File: src/rtl/mips_pkg.sv
// -----------------------------------------------------------------------------
// mips_pkg
//   Shared definitions for the MIPS run controller:
//     - run_state_e : run-controller state encoding (3 bits)
//     - DEF_PC_W    : default program counter width
//     - DEF_CNT_W   : default cycle / retire counter width
// -----------------------------------------------------------------------------
package mips_pkg;

   localparam int DEF_PC_W  = 32;
   localparam int DEF_CNT_W = 32;

   typedef enum logic [2:0] {
      ST_IDLE    = 3'd0,
      ST_HOLD    = 3'd1,
      ST_RUN     = 3'd2,
      ST_DONE    = 3'd3,
      ST_TIMEOUT = 3'd4
   } run_state_e;

endpackage : mips_pkg

File: src/rtl/mips_run_controller_sat_counter.sv
// -----------------------------------------------------------------------------
// sat_counter
//   Up-counter with synchronous clear and enable that sticks at all-ones.
//   Ports:
//     clk   : clock, rising edge
//     rst_n : synchronous active-low reset (count -> 0)
//     clr   : synchronous clear; when en is also high the counter restarts
//             at 1 (clear-and-count-this-cycle)
//     en    : count enable
//     count : registered count value
// -----------------------------------------------------------------------------
module sat_counter #(
   parameter int W = 32
) (
   input  logic         clk,
   input  logic         rst_n,
   input  logic         clr,
   input  logic         en,
   output logic [W-1:0] count
);

   logic [W-1:0] count_q;
   logic [W-1:0] count_d;

   always_comb begin
      count_d = count_q;
      if (clr) begin
         // clr+en means "this event starts a fresh run of length 1"
         count_d = en ? W'(1) : '0;
      end else if (en && !(&count_q)) begin
         count_d = count_q + 1'b1;
      end
   end

   always_ff @(posedge clk) begin
      if (!rst_n) begin
         count_q <= '0;
      end else begin
         count_q <= count_d;
      end
   end

   assign count = count_q;

endmodule : sat_counter

File: src/rtl/mips_run_controller.sv
// -----------------------------------------------------------------------------
// mips_run_controller
//   Reset sequencer, cycle budget and halt-loop detector for the MIPS core.
//   Ports:
//     clk          : system clock, rising edge
//     rst_n        : synchronous active-low reset
//     start        : one-cycle request to (re)launch a program run
//     core_pc      : PC of the instruction retiring this cycle
//     core_retire  : one instruction retires this cycle
//     core_rst_n   : synchronous active-low reset to the core
//     running      : high while in RUN
//     done         : sticky halt-detected flag
//     timeout      : sticky budget-exhausted flag
//     cycle_count  : RUN cycles elapsed
//     retire_count : instructions retired in RUN
//     halt_pc      : PC of the detected halt loop
//   All outputs are registered.
// -----------------------------------------------------------------------------
module mips_run_controller
   import mips_pkg::*;
#(
   parameter int PC_W        = DEF_PC_W,
   parameter int CNT_W       = DEF_CNT_W,
   parameter int RESET_HOLD  = 4,
   parameter int MAX_CYCLES  = 10000,
   parameter int HALT_REPEAT = 3
) (
   input  logic             clk,
   input  logic             rst_n,
   input  logic             start,
   input  logic [PC_W-1:0]  core_pc,
   input  logic             core_retire,
   output logic             core_rst_n,
   output logic             running,
   output logic             done,
   output logic             timeout,
   output logic [CNT_W-1:0] cycle_count,
   output logic [CNT_W-1:0] retire_count,
   output logic [PC_W-1:0]  halt_pc
);

   localparam int HOLD_W = (RESET_HOLD > 1) ? $clog2(RESET_HOLD) : 1;
   localparam int REP_W  = $clog2(HALT_REPEAT + 1);

   run_state_e       state_q, state_d;
   logic [HOLD_W-1:0] hold_q, hold_d;
   logic [PC_W-1:0]  last_pc_q, last_pc_d;
   logic [PC_W-1:0]  halt_pc_q, halt_pc_d;
   logic             done_q, done_d;
   logic             timeout_q, timeout_d;
   logic             core_rst_n_q, core_rst_n_d;
   logic             running_q, running_d;

   logic [REP_W-1:0] rep_q;
   logic [REP_W-1:0] rep_upd;
   logic             in_run;
   logic             retire_run;
   logic             pc_match;
   logic             cyc_en;
   logic             rep_clr;
   logic             halt_hit;
   logic             budget_hit;

   // start takes priority over everything else in every state, so a start
   // cycle never counts as a RUN cycle or a retirement.
   assign in_run     = (state_q == ST_RUN);
   assign cyc_en     = in_run && !start;
   assign retire_run = cyc_en && core_retire;
   assign pc_match   = (core_pc == last_pc_q);
   assign rep_clr    = start || (retire_run && !pc_match);

   // Value the repeat counter will hold after this cycle's retirement;
   // mirrors the sat_counter update so the halt decision is made this cycle.
   assign rep_upd    = pc_match ? ((&rep_q) ? rep_q : rep_q + 1'b1) : REP_W'(1);
   assign halt_hit   = retire_run && (rep_upd == REP_W'(HALT_REPEAT));
   assign budget_hit = cyc_en && (cycle_count == CNT_W'(MAX_CYCLES - 1));

   sat_counter #(.W(CNT_W)) u_cycle_cnt (
      .clk   (clk),
      .rst_n (rst_n),
      .clr   (start),
      .en    (cyc_en),
      .count (cycle_count)
   );

   sat_counter #(.W(CNT_W)) u_retire_cnt (
      .clk   (clk),
      .rst_n (rst_n),
      .clr   (start),
      .en    (retire_run),
      .count (retire_count)
   );

   sat_counter #(.W(REP_W)) u_repeat_cnt (
      .clk   (clk),
      .rst_n (rst_n),
      .clr   (rep_clr),
      .en    (retire_run),
      .count (rep_q)
   );

   always_comb begin
      state_d   = state_q;
      hold_d    = hold_q;
      last_pc_d = last_pc_q;
      halt_pc_d = halt_pc_q;
      done_d    = done_q;
      timeout_d = timeout_q;

      if (start) begin
         state_d   = ST_HOLD;
         hold_d    = HOLD_W'(RESET_HOLD - 1);
         last_pc_d = '0;
         halt_pc_d = '0;
         done_d    = 1'b0;
         timeout_d = 1'b0;
      end else begin
         case (state_q)
            ST_IDLE: begin
               state_d = ST_IDLE;
            end
            ST_HOLD: begin
               if (hold_q == '0) begin
                  state_d = ST_RUN;
               end else begin
                  hold_d = hold_q - 1'b1;
               end
            end
            ST_RUN: begin
               if (core_retire) begin
                  last_pc_d = core_pc;
               end
               // Halt has priority when both land on the same cycle.
               if (halt_hit) begin
                  state_d   = ST_DONE;
                  done_d    = 1'b1;
                  halt_pc_d = core_pc;
               end else if (budget_hit) begin
                  state_d   = ST_TIMEOUT;
                  timeout_d = 1'b1;
               end
            end
            ST_DONE, ST_TIMEOUT: begin
               state_d = state_q;
            end
            default: begin
               state_d = ST_IDLE;
            end
         endcase
      end

      // Registered from the next state so the core sees the change on the
      // same edge as the state transition.
      core_rst_n_d = (state_d == ST_RUN);
      running_d    = (state_d == ST_RUN);
   end

   always_ff @(posedge clk) begin
      if (!rst_n) begin
         state_q      <= ST_IDLE;
         hold_q       <= '0;
         last_pc_q    <= '0;
         halt_pc_q    <= '0;
         done_q       <= 1'b0;
         timeout_q    <= 1'b0;
         core_rst_n_q <= 1'b0;
         running_q    <= 1'b0;
      end else begin
         state_q      <= state_d;
         hold_q       <= hold_d;
         last_pc_q    <= last_pc_d;
         halt_pc_q    <= halt_pc_d;
         done_q       <= done_d;
         timeout_q    <= timeout_d;
         core_rst_n_q <= core_rst_n_d;
         running_q    <= running_d;
      end
   end

   assign core_rst_n = core_rst_n_q;
   assign running    = running_q;
   assign done       = done_q;
   assign timeout    = timeout_q;
   assign halt_pc    = halt_pc_q;

endmodule : mips_run_controller

File: config.mk
export PLATFORM = sky130hd
export DESIGN_NAME = mips_run_controller
export DESIGN_NICKNAME = d
export VERILOG_FILES = /design/src/rtl/mips_pkg.sv /design/src/rtl/mips_run_controller_sat_counter.sv /design/src/rtl/mips_run_controller.sv
export SDC_FILE = /design/constraint.sdc
export NUM_CORES = 1
export LEC_CHECK = 0
export BUFFER_PORTS_ARGS = -buffer_cell sky130_fd_sc_hd__buf_4
export CAP_MARGIN = 25
export CORE_MARGIN = 4
export CORE_UTILIZATION = 54
export CTS_CLUSTER_SIZE = 40
export DETAILED_ROUTE_END_ITERATION = 12
export PLACE_DENSITY = 0.87
export SYNTH_ARGS = -nofsm -noshare
export SYNTH_HDL_FRONTEND = slang
export SYNTH_SLANG_ARGS = --single-unit
File: constraint.sdc
create_clock -name clk -period 4.3 [get_ports clk]
set_input_delay 0.215 -clock clk [delete_from_list [all_inputs] [get_ports clk]]
set_output_delay 0.215 -clock clk [all_outputs]
set_load 0.02 [all_outputs]
==> out/metrics.cfg <==
[synthesis]
ys_top_cells_by_count = 163 x nand2_1, 138 x dfxtp_1, 66 x a21oi_1
yosys.area.top_type = dfxtp_1
netlist_instances = 792
syn-cell-area_um2 = 6610
ys_ff_latch = 138
synth_ff_type = dfxtp_1
yosys.cell_types.count = 66
ys_warn_count = 0
synth_area_leaders = dfxtp_1 42%, nand2_1 9.3%, mux2i_1 6.1%, xnor2_1 5.8%, a21oi_1 5.0%
syn-num-nets = 834
async_flop_share_pct = 0
avgSynthCellArea_um2 = 8.35
post-synth-top-area-fraction_pct = 41.8
yosysMostFrequentCell = nand2_1
synth_edf_count = 0
yosysSeqAreaShare_pct = 41.8

[sta]
setup_viol = 0
drv_slew = 0
fin_crit_ns = 2.55
fin_crit_sh_pct = 59.3
fmax_mhz = 392
tightest_slew_ns = 0.752
finalHoldViolations = 0
skew_ns = 0.00524
tns_ns = 0
slew_headroom_pct = 49.8
rsz0062_at_grt = false

[cells_and_area]
synthToLayoutAreaGrowth_pct = 25.1
drive_gt1_share_pct = 20.3
antenna_cells = 0
register_area_um2 = 2760
filler_cell_count = 987
multi_input_area_um2 = 3620
finalNetCount = 946

[setup_path]
crit_arrival_ns = 2.89
crit_slowest_cell = nor4b_4
cp_data_required_time_ns = 4.64
path_cells = nor4b_4 > nand2_2 > nor3_1 > and3_2 > buf_12 > mux2i_1
crit_path_end_kind = register
worst_path_largest_cell_delay_ns = 0.54
crit_type = register to register
critPathMaxFanout = 22
start_kind = register

[placement]
hpwl_mm = 11.6
io_buffers = 135
routabilityCongestion = 0.838

[die]
core_um2 = 12000
dieArea_um2 = 14100
die_y_um = 119
initial_core_util_pct = 55.1
io_pins = 136
die_width_um = 119
rows = 40

[route]
routed_wl_mm = 16.6
wl_per_cell_um = 15.6
drt-pass1-iter-count = 5
vias_per_cell = 5.80
route.detailed.drc = 0
postRouteAntennaNets = 0
drt_iter0_drc = 556
vias = 6163

[clock_network]
cts_buffer_depth = 2
tritoncts = done
h-tree-depth = 4
post_cts_resized = 0
holdBufCountCts = 0
cts.reportedPaths.clkPinSlew_ns = 0.06
numCtsBuffers = 17
clock_latency_ns = 0.42
cts_setup_buffers = 0
clkSinkCount = 138
cts-root-buf = clkbuf_16

[power_and_ir_drop]
pwr-share-seq_pct = 45.5
vdd_ir_drop_max_mv = 0.277
combPwrFrac_pct = 4.4
switchingPower_uw = 602
p_leak_uw = 0.00291
power_density_nw_per_um2 = 342
clockPowerShare_pct = 50.0
intPower_uw = 2230
sw_frac_of_total_pct = 21.3
totalPowerFinal_uw = 2830

[global_route]
grt_antenna_before_repair = 0
grt_pass1_wl_mm = 27.1
grt_overflow = 0
grt_max_degree = 60
grt_pass1_vias = 5572
grtUsageTotal_pct = 23.2

[run]
cap_violations = 0

[outcome]
status = finished clean

[hold_path]
min_path_type = input pin to register

## final timing paths
path                                  from            to  slack (ns)  cells past startpoint
worst min register to register  halt_pc[3]    halt_pc[3]        0.46                      2
worst max register to register  state_q[1]   halt_pc[11]        1.75                      6
worst min-delay path            core_pc[5]  last_pc_q[5]        0.07                      3
worst max-delay path            state_q[1]   halt_pc[11]        1.75                      6
## state kept, by name, summed over array words and instances (netlist names)
| signal | flops |
|---|---|
| u_repeat_cnt.count | 2 |
| state_q | 3 |
| last_pc_q | 32 |
| timeout | 1 |
| done | 1 |
| halt_pc | 32 |
| hold_q | 2 |
| running | 1 |
| u_retire_cnt.count | 32 |
| u_cycle_cnt.count | 32 |
## cells in the final DEF (no fill, tap or decap), types with 5 or more instances in the layout
| cell | Yosys | routed |
|---|---|---|
| clkbuf_16 | 0 | 17 |
| mux2i_1 | 40 | 40 |
| o21ai_0 | 20 | 20 |
| ha_1 | 6 | 6 |
| nor4_1 | 12 | 12 |
| and4_1 | 7 | 7 |
| buf_4 | 1 | 141 |
| o31ai_1 | 14 | 14 |
| nand2_1 | 163 | 163 |
| dfxtp_1 | 138 | 138 |
| nand3_1 | 27 | 27 |
| a21oi_1 | 66 | 66 |
| or3_1 | 17 | 17 |
| nor2_1 | 29 | 29 |
| xnor2_1 | 44 | 44 |
| inv_1 | 15 | 15 |
| a31oi_1 | 10 | 10 |
| nand2b_1 | 9 | 8 |
| or4_1 | 17 | 17 |
| xor2_1 | 5 | 5 |
| and3_1 | 14 | 13 |
| nand4_1 | 32 | 32 |
## power by group through the flow
stage | registers [uW] | logic, uW | clock network, uW
detailed placement | 1320 | 125 | 0
CTS | 1290 | 127 | 1430
global route | 1290 | 139 | 1490
global placement | 1320 | 123 | 0
floorplan | 1310 | 68.8 | 0
finish | 1290 | 126 | 1410
## final cells by class
class | instances | share of cell area, %
multi-input cells | 590 | 43.8
flip-flops and latches | 138 | 33.4
repair buffers | 142 | 13.0
clock buffers | 23 | 5.78
well taps | 147 | 2.22
clock inverters | 7 | 1.12
inverters | 15 | 0.681
## worst max-delay path: cells and delay by family (launching register included)
family / cells / cell delay, ns
simple gates: 4 / 1.50
mux: 1 / 0.21
buf+inv: 1 / 0.26
flops: 1 / 0.48
## logic make-up (layout without fill, tap and decap cells)
| kind of cell | Yosys count | count (layout) | synth area share, % |
|---|---|---|---|
| AND/OR/NAND/NOR | 356 | 356 | 27.8 |
| XOR/XNOR | 49 | 49 | 6.49 |
| buffers and inverters | 64 | 187 | 3.97 |
| multiplexers | 40 | 40 | 6.05 |
| flip-flops | 138 | 138 | 41.8 |
| adder cells (fa/ha/maj) | 6 | 6 | 1.14 |
| AO/OA/AOI/OAI | 139 | 139 | 12.8 |
## metal layers
metal,track usage [%],vias up,wire length [um]
met4,8.54,0,282
met5,0,-,0
met1,29.2,2865,6990
met2,38.3,222,8110
met3,6.12,27,1190
li1,-,3049,-
## per-stage QoR
step	hold WS (ns)	setup WS (ns)	util (%)	instances	area [um2]
2_1_floorplan	0.351	2.03	-	792	6610
3_3_place_gp	0.443	1.61	63.9	1031	7680
3_5_place_dp	0.450	1.57	63.9	1031	7680
4_1_cts	0.0490	1.55	68.7	1061	8250
5_1_grt	0.0593	1.56	68.9	1062	8270
6_report	0.0650	1.75	68.9	1062	8270
(Power assumes the default switching activity.)
